[src/rtl/program_loader.sv]
// program_loader: fills instruction memory from a length-prefixed little-endian byte stream.
//
// Optional feature: define LOADER_VERIFY_EN to read back every written word
// through debug_data_out and abort the session on a mismatch.
//
// Parameters:
//   BASE_ADDR       byte address of the first program word (word-aligned)
//   MAX_WORDS       largest accepted program length in words
// Ports:
//   clk             clock, all state updates on the rising edge
//   reset_n         synchronous active-low reset
//   start           begins a load session, sampled in IDLE only
//   byte_valid      stream byte available
//   byte_data       stream byte
//   byte_ready      loader accepts a byte this cycle (LEN and DATA only)
//   debug_en        memory debug enable
//   debug_write_en  memory debug write enable
//   debug_addr      memory debug byte address
//   debug_data_in   memory write data
//   debug_data_out  combinational memory readback
//   cpu_hold        core held in reset while the session is active
//   busy            high in every state except IDLE
//   done            one-cycle pulse on successful completion
//   error           sticky failure flag, cleared by the next accepted start
//   words_loaded    words written this session
module program_loader #(
    parameter logic [31:0] BASE_ADDR = 32'h0000_0000,
    parameter logic [31:0] MAX_WORDS = 32'd1024
) (
    input  logic        clk,
    input  logic        reset_n,
    input  logic        start,
    input  logic        byte_valid,
    input  logic [7:0]  byte_data,
    output logic        byte_ready,
    output logic        debug_en,
    output logic        debug_write_en,
    output logic [31:0] debug_addr,
    output logic [31:0] debug_data_in,
    input  logic [31:0] debug_data_out,
    output logic        cpu_hold,
    output logic        busy,
    output logic        done,
    output logic        error,
    output logic [31:0] words_loaded
);
    typedef enum logic [2:0] {IDLE, LEN, DATA, WRITE, VERIFY, ADVANCE, DONE, ERROR} state_t;

    state_t      state, state_nx;
    logic [31:0] len, word, wl;
    logic [1:0]  bidx;
    logic        err;
    logic        accept, last_byte;
    logic [31:0] len_full;

    assign accept    = byte_valid && byte_ready;
    assign last_byte = accept && bidx == 2'd3;
    // Header value as it will look once the byte being accepted is shifted in.
    assign len_full  = {byte_data, len[31:8]};

`ifndef LOADER_VERIFY_EN
    logic unused_readback;
    assign unused_readback = ^debug_data_out;
`endif

    always_ff @(posedge clk) begin
        if (!reset_n)
            state <= IDLE;
        else
            state <= state_nx;
    end

    // Bytes shift in from the top so the first byte of a group ends in [7:0].
    // The word index doubles as words_loaded since both advance together.
    always_ff @(posedge clk) begin
        if (!reset_n) begin
            len  <= '0;
            word <= '0;
            wl   <= '0;
            bidx <= '0;
            err  <= 1'b0;
        end else begin
            if (state == IDLE && start) begin
                wl   <= '0;
                bidx <= '0;
                err  <= 1'b0;
            end
            if (accept) begin
                bidx <= bidx + 2'd1;
                if (state == LEN)
                    len <= len_full;
                else
                    word <= {byte_data, word[31:8]};
            end
            if (state == ADVANCE)
                wl <= wl + 32'd1;
            if (state_nx == ERROR)
                err <= 1'b1;
        end
    end

    always_comb begin
        state_nx = state;
        case (state)
            IDLE:    state_nx = start ? LEN : IDLE;
            LEN:     state_nx = !last_byte ? LEN :
                                len_full == '0 ? DONE :
                                len_full > MAX_WORDS ? ERROR : DATA;
            DATA:    state_nx = last_byte ? WRITE : DATA;
`ifdef LOADER_VERIFY_EN
            WRITE:   state_nx = VERIFY;
            VERIFY:  state_nx = debug_data_out != word ? ERROR : ADVANCE;
`else
            WRITE:   state_nx = ADVANCE;
`endif
            ADVANCE: state_nx = wl + 32'd1 == len ? DONE : DATA;
            default: state_nx = IDLE;
        endcase
    end

    always_comb begin
        byte_ready     = state == LEN || state == DATA;
        debug_en       = state == WRITE || state == VERIFY;
        debug_write_en = state == WRITE;
        debug_addr     = debug_en ? BASE_ADDR + {wl[29:0], 2'b00} : '0;
        debug_data_in  = debug_en ? word : '0;
        cpu_hold       = state == LEN || state == DATA || state == WRITE ||
                         state == VERIFY || state == ADVANCE;
        busy           = state != IDLE;
        done           = state == DONE;
        error          = err;
        words_loaded   = wl;
    end
endmodule

[config.mk]
export PLATFORM = sky130hd
export DESIGN_NAME = program_loader
export DESIGN_NICKNAME = d
export VERILOG_FILES = /design/src/rtl/program_loader.sv
export SDC_FILE = /design/constraint.sdc
export NUM_CORES = 1
export LEC_CHECK = 0
export ABC_AREA = 1
export BUFFER_PORTS_ARGS = -buffer_cell sky130_fd_sc_hd__buf_2
export CORE_MARGIN = 4
export CORE_UTILIZATION = 29
export CTS_CLUSTER_SIZE = 28
export DETAILED_ROUTE_END_ITERATION = 8
export SLEW_MARGIN = 40
export SYNTH_ARGS = -nofsm -noshare
export SYNTH_HDL_FRONTEND = slang
export SYNTH_SLANG_ARGS = --single-unit
export TNS_END_PERCENT = 100
[constraint.sdc]
create_clock -name clk -period 3.57 [get_ports clk]
set_input_delay 0.1785 -clock clk [delete_from_list [all_inputs] [get_ports clk]]
set_output_delay 0.1785 -clock clk [all_outputs]
set_load 0.005 [all_outputs]
# ---- Yosys cells after proc, flatten, opt, wreduce, memory -nomap -nowiden
# Cells that the tools add are included.
dict set report op_classes {
  addsub 2
  magnitude_cmp 1
  eq_ne 9
  n_mux 15
  bitwise 1
  reduce_logical 16
}
# cell n
set op_table {}
lappend op_table {{2-to-1 mux 32 bit} 4}
lappend op_table {{adder 32 x 1 -> 32 bit (second input constant)} 1}
lappend op_table {{== test 32 bit} 1}
lappend op_table {{greater-than comparator 32 x 11 -> 1 bit (second input constant)} 1}
lappend op_table {{zero test 32 bit} 1}
lappend op_table {{one-hot mux 3 bit (5 select lines)} 1}
lappend op_table {{== test 3 bit (second input constant)} 4}
lappend op_table {{2-to-1 mux 3 bit} 4}
lappend op_table {{== test 3 x 2 -> 1 bit (second input constant)} 2}
lappend op_table {{nonzero test 2 bit} 3}
lappend op_table {{logical OR 1 bit} 5}
lappend op_table {{2-to-1 mux 1 bit} 4}
lappend op_table {{2-to-1 mux 2 bit} 2}
lappend op_table {{AND reduction 2 bit} 2}
lappend op_table {{== test 3 x 1 -> 1 bit (second input constant)} 1}
lappend op_table {{logical AND 1 bit} 3}
lappend op_table {{zero test 3 bit} 1}
lappend op_table {{nonzero test 3 bit} 1}
lappend op_table {{adder 2 x 1 -> 2 bit (second input constant)} 1}
lappend op_table {{== test 2 bit (second input constant)} 1}
lappend op_table {{NOT 1 bit} 1}
dict set report totals {
  ff_bits 102
  out_inout_bits 103
}

# ---- Longest topological paths before layout
dict set report logic_depth {
  ltp_word 8
  ltp_mapped 17
  mapped_depth_nobuf 17
}

# ---- Worst setup path before layout
# No wires, ideal clock.
dict set report synth_timing {
  kind {reg-to-reg}
  from {register wl[1], in the netlist words_loaded[1]}
  to {register err, in the netlist error}
  setup_ns 0.112
  arrival_time_ns 1.759
  t_required_ns 3.458
  slack_ns 1.699
  stages_incl_launch_ff 16
  n_path_buf 0
  period_less_slack_ns 1.871
  cell_sequence {dfxtp_1 ha_1 nand2_2 nor2_4 nand3_1 nor2_1 nand2_1 and2_1 nor2_1 nor2_1 nand2_1 nor2_1 nand3_1 nand2_1 nand2_1 nand2_1}
}
dict set report synth_between {
  elab_chain_len 6
  elab_cells_between_ends 7
}
# element line
set synth_rtl {}
lappend synth_rtl {{start: declaration} 50} ;# logic [31:0] len, word, wl;
lappend synth_rtl {{start signal: assignment} 96} ;# wl <= wl + 32'd1;
lappend synth_rtl {{adder 32 x 1 -> 32 bit (*)} 116} ;# ADVANCE: state_nx = wl + 32'd1 == len ? DONE : DATA;
lappend synth_rtl {{== test 32 bit (*)} 116}
lappend synth_rtl {{2-to-1 mux 3 bit (*)} 116}
lappend synth_rtl {{one-hot mux 3 bit (5 select lines) (*)} 104} ;# case (state)
lappend synth_rtl {{== test 3 bit (*)} 97} ;# if (state_nx == ERROR)
lappend synth_rtl {{2-to-1 mux 1 bit or nonzero test 2 bit (tied branches)} --}
lappend synth_rtl {{end signal: assignment} 81} ;# err <= 1'b0;
lappend synth_rtl {{end signal: assignment} 86} ;# err <= 1'b0;
lappend synth_rtl {{end signal: assignment} 98} ;# err <= 1'b1;
lappend synth_rtl {{end: declaration} 52} ;# logic err;
# Every way passes the cells marked *; elsewhere a longest branch is shown, timed or not.
# A chain may end at the register's enable or synchronous reset.

# ---- Worst setup path in the final report
dict set report layout_timing {
  from {register wl[0], in the netlist words_loaded[0]}
  to {register err, in the netlist error}
}
# Same word-level chain as after synthesis.

==> flow_summary_export.csv <==
group,metric,value,unit
clocking,clock-sinks,102,
final_layout,regArea,2040,µm²
final_layout,synthToLayoutAreaGrowth,19.6,%
setup_path,path_buf_inv,0,
worst_hold_path,holdCritPathClass,"input pin to flop",
clocking,cts.path.max_buffers,2,
global_routing,antenna_found_initial,0,
setup_path,critPathKind,"flop to flop",
logic_synthesis,synth_ff_type,"dfxtp_1",
setup_path,crit_path_max_incr_delay,0.45,ns
drt,dr_total_vias,6101,
sta,setup_viol,0,
sta,worst_pin_slew,0.751,ns
floorplanning,coreArea,19600,µm²
power_and_ir_drop,seq_power_share,49.6,%
logic_synthesis,syn_inst,947,
sta,clock_skew,0.0101,ns
setup_path,cp_cell_sequence,"ha_1 -> nand3_1 -> nor2_1 -> nand3_1 -> nand2_1 -> nand2_1 -> nand2_1 -> nand3_1 -> nor2_1 -> nand2_1 -> nor2_1 -> nand3_1 -> nand2_1 -> nand2_1 -> nand2_1",
sta,slew_headroom,49.6,%
sta,finalMaxSlewViolations,0,
setup_path,crit_top_cell,"nand2_1",
floorplanning,rows,51,
setup_path,crit_family,"simple AND/OR/NAND/NOR gates",
logic_synthesis,synthesis.area,5820,µm²
power_and_ir_drop,internal_power,1720,µW
floorplanning,die_y,150,µm
placement,io_buffers,112,
power_and_ir_drop,peakVddDrop,0.231,mV
clocking,cts_tree,"yes",
clocking,post-cts-setup-buffers,0,
logic_synthesis,synth_top_family_by_area,"simple AND/OR/NAND/NOR gates",
logic_synthesis,ys_seq_area_share,35.1,%
setup_path,critPathMaxFanout,7,
sta,timing.fmax,0.401,GHz
placement,gp_congestion,0.905,
power_and_ir_drop,pwr_density_cell,345,nW/µm²
clocking,holdBufCountCts,0,
logic_synthesis,async_reset_ff_share,0,%
setup_path,worst_setup_path_start_kind,"flop",
sta,rsz0062_at_grt,"no",
sta,layout_setup_ws,1.08,ns
final_layout,design_area,6950,µm²
sta,finalCriticalPeriod,2.49,ns
logic_synthesis,synthTopCellsByArea,"dfxtp_1 35%, nand2_1 15%, a21oi_1 8.8%",
placement,placed_cell_area,6640,µm²
drt,drtIter0Drc,395,
logic_synthesis,synth_seq_cells,102,
floorplanning,initial_core_util,29.7,%
drt,vias_per_cell,4.65,
logic_synthesis,synth-simple-area-share,36.4,%
clocking,cts-root-buf,"clkbuf_16",
clocking,insertion_delay,0.36,ns
logic_synthesis,synth-xor-area-share,1.38,%
sta,fin_crit_sh,69.8,%
placement,hpwlAfterDp,13.7,mm
logic_synthesis,yosys_warnings,0,
power_and_ir_drop,power_frac_comb,7.3,%
status,status,"finished, final reports clean",
setup_path,regToRegSetupSlack,1.08,ns
power_and_ir_drop,clock_power_share,43.1,%
setup_path,critPathArrivalTime,2.80,ns
setup_path,cp_slowest_cell,"dfxtp_1",
final_layout,diodes,0,
drt,postRouteWirelength,18.3,mm
global_routing,grt-ovfl-total,0,
power_and_ir_drop,p_total,2400,µW
drt,dr.pass1.iters,5,
global_routing,grt_max_degree,68,
clocking,cts_made_buffers,9,
power_and_ir_drop,switching_share,28.2,%
floorplanning,die_w,150,µm
final_layout,finalNetCount,1087,
logic_synthesis,synth_top_area_share,35.1,%
floorplanning,die-area,22400,µm²
sta,hold_viol,0,
setup_path,endpoint_kind,"flop",
placement,place_ws,1.13,ns
global_routing,grt_pass1_vias,5741,
clocking,htreeDepth,3,
global_routing,grt.total_usage,16.8,%
logic_synthesis,yosys.area_share.adder,0.430,%
sta,setup_tns,0,ns
final_layout,multi_input_area,3170,µm²
final_layout,fill_cells,2218,
logic_synthesis,synth_edf_count,0,
power_and_ir_drop,p_switching,677,µW
final_layout,layout-drive-gt1-share,15.9,%
drt,post_drt_wl_per_cell,14.0,µm
flow_run,max-cap-violations,0,
final_layout,post-route-util,35.5,%
clocking,cts_resized,0,
logic_synthesis,syn-mean-instance-area,6.14,µm²
clocking,path_clk_slew,0.08,ns
logic_synthesis,yosys.area.top_type,"dfxtp_1",
logic_synthesis,synth_compound_gate_area_share,15.6,%
logic_synthesis,synth_cell_types,32,
drt,detail-route-antenna-nets,0,
drt,drc,0,
setup_path,worstPathRequired,3.88,ns
logic_synthesis,synthMuxAreaShare,0,%
global_routing,grt_pass1_wl,30.0,mm
floorplanning,io_pins,147,
power_and_ir_drop,p_leak,0.00298,µW
## power by group through the flow
stage | Combinational, µW | Clock, µW | Sequential, µW
after floorplan | 124 | 0 | 1200
after global placement | 173 | 0 | 1220
after detailed placement | 175 | 0 | 1220
after CTS | 175 | 1060 | 1190
after global routing | 203 | 1100 | 1190
final | 175 | 1040 | 1190
## final timing paths
check / depth (start not counted) / to / start
worst max-delay path: 15 / error / words_loaded[0]
worst max register to register: 15 / error / words_loaded[0]
worst min-delay path: 3 / len[25] / byte_data[1]
worst min register to register: 2 / word[2] / word[10]
## routing by layer
metal  share of wire, %  global-route usage [%]
met3                7.0                    3.51
met5                  0                       0
met4                2.0                    4.99
met1                 49                    24.2
met2                 42                    25.1
## layout make-up
class	instances	share of cell area, %
multi-input cells	678	45.5
clock inverters	7	1.28
flip-flops and latches	102	29.4
well taps	265	4.77
repair buffers	118	8.71
clock buffers	9	3.24
inverters	132	7.12
## stage by stage
stage | hold slack, ns | instances
after CTS | 0.0665 | 1311
after detailed placement | 0.452 | 1295
after global routing | 0.0973 | 1311
after floorplan | 0.327 | 948
final | 0.0816 | 1311
after global placement | 0.447 | 1295
## cells by family after synthesis
logic type | count (synthesis)
AND/OR/NAND/NOR | 488
AO/OA/AOI/OAI | 180
buffers and inverters | 168
flip-flops | 102
XOR/XNOR | 6
adder cells (fa/ha/maj) | 2
other | 1
## cell usage after synthesis, drive strengths merged (2+ instances only)
cell type	count
buf	2
xnor3	2
nand3b	2
nor2	139
dfxtp	102
nand3	85
inv	131
ha	2
nor3	4
a21oi	102
clkbuf	34
nor4	3
and2	2
o21ai	74
nand2	248
xor2	3
nand4	5
## worst reg2reg max path: stages, from the launching register on
cell,delay [ns]
dfxtp_1,0.45
ha_1,0.25
nand3_1,0.23
nor2_1,0.36
nand3_1,0.17
nand2_1,0.13
nand2_1,0.08
nand2_1,0.06
nand3_1,0.07
nor2_1,0.15
nand2_1,0.07
nor2_1,0.09
nand3_1,0.15
nand2_1,0.10
nand2_1,0.05
nand2_1,0.05
## layout by cell type (no fill, tap or decap), drive strengths merged
cell	count
a211oi	1
nand4	5
buf	118
a31oi	1
nand3	85
nand3b	2
and2	2
conb	2
xnor3	2
nor2	139
a21oi	102
dfxtp	102
clkbuf	9
xor2	3
nor3	4
o21bai	1
nand2	248
xnor2	1
nor4	3
inv	133
ha	2
o21ai	74
a21boi	1
clkinv	6
## sequential cells by signal (all words and copies together) (netlist names)
signal,cells
bidx,2
error,1
len,32
state,3
word,32
words_loaded,32
No activity file was read; power rests on OpenSTA's default activity.
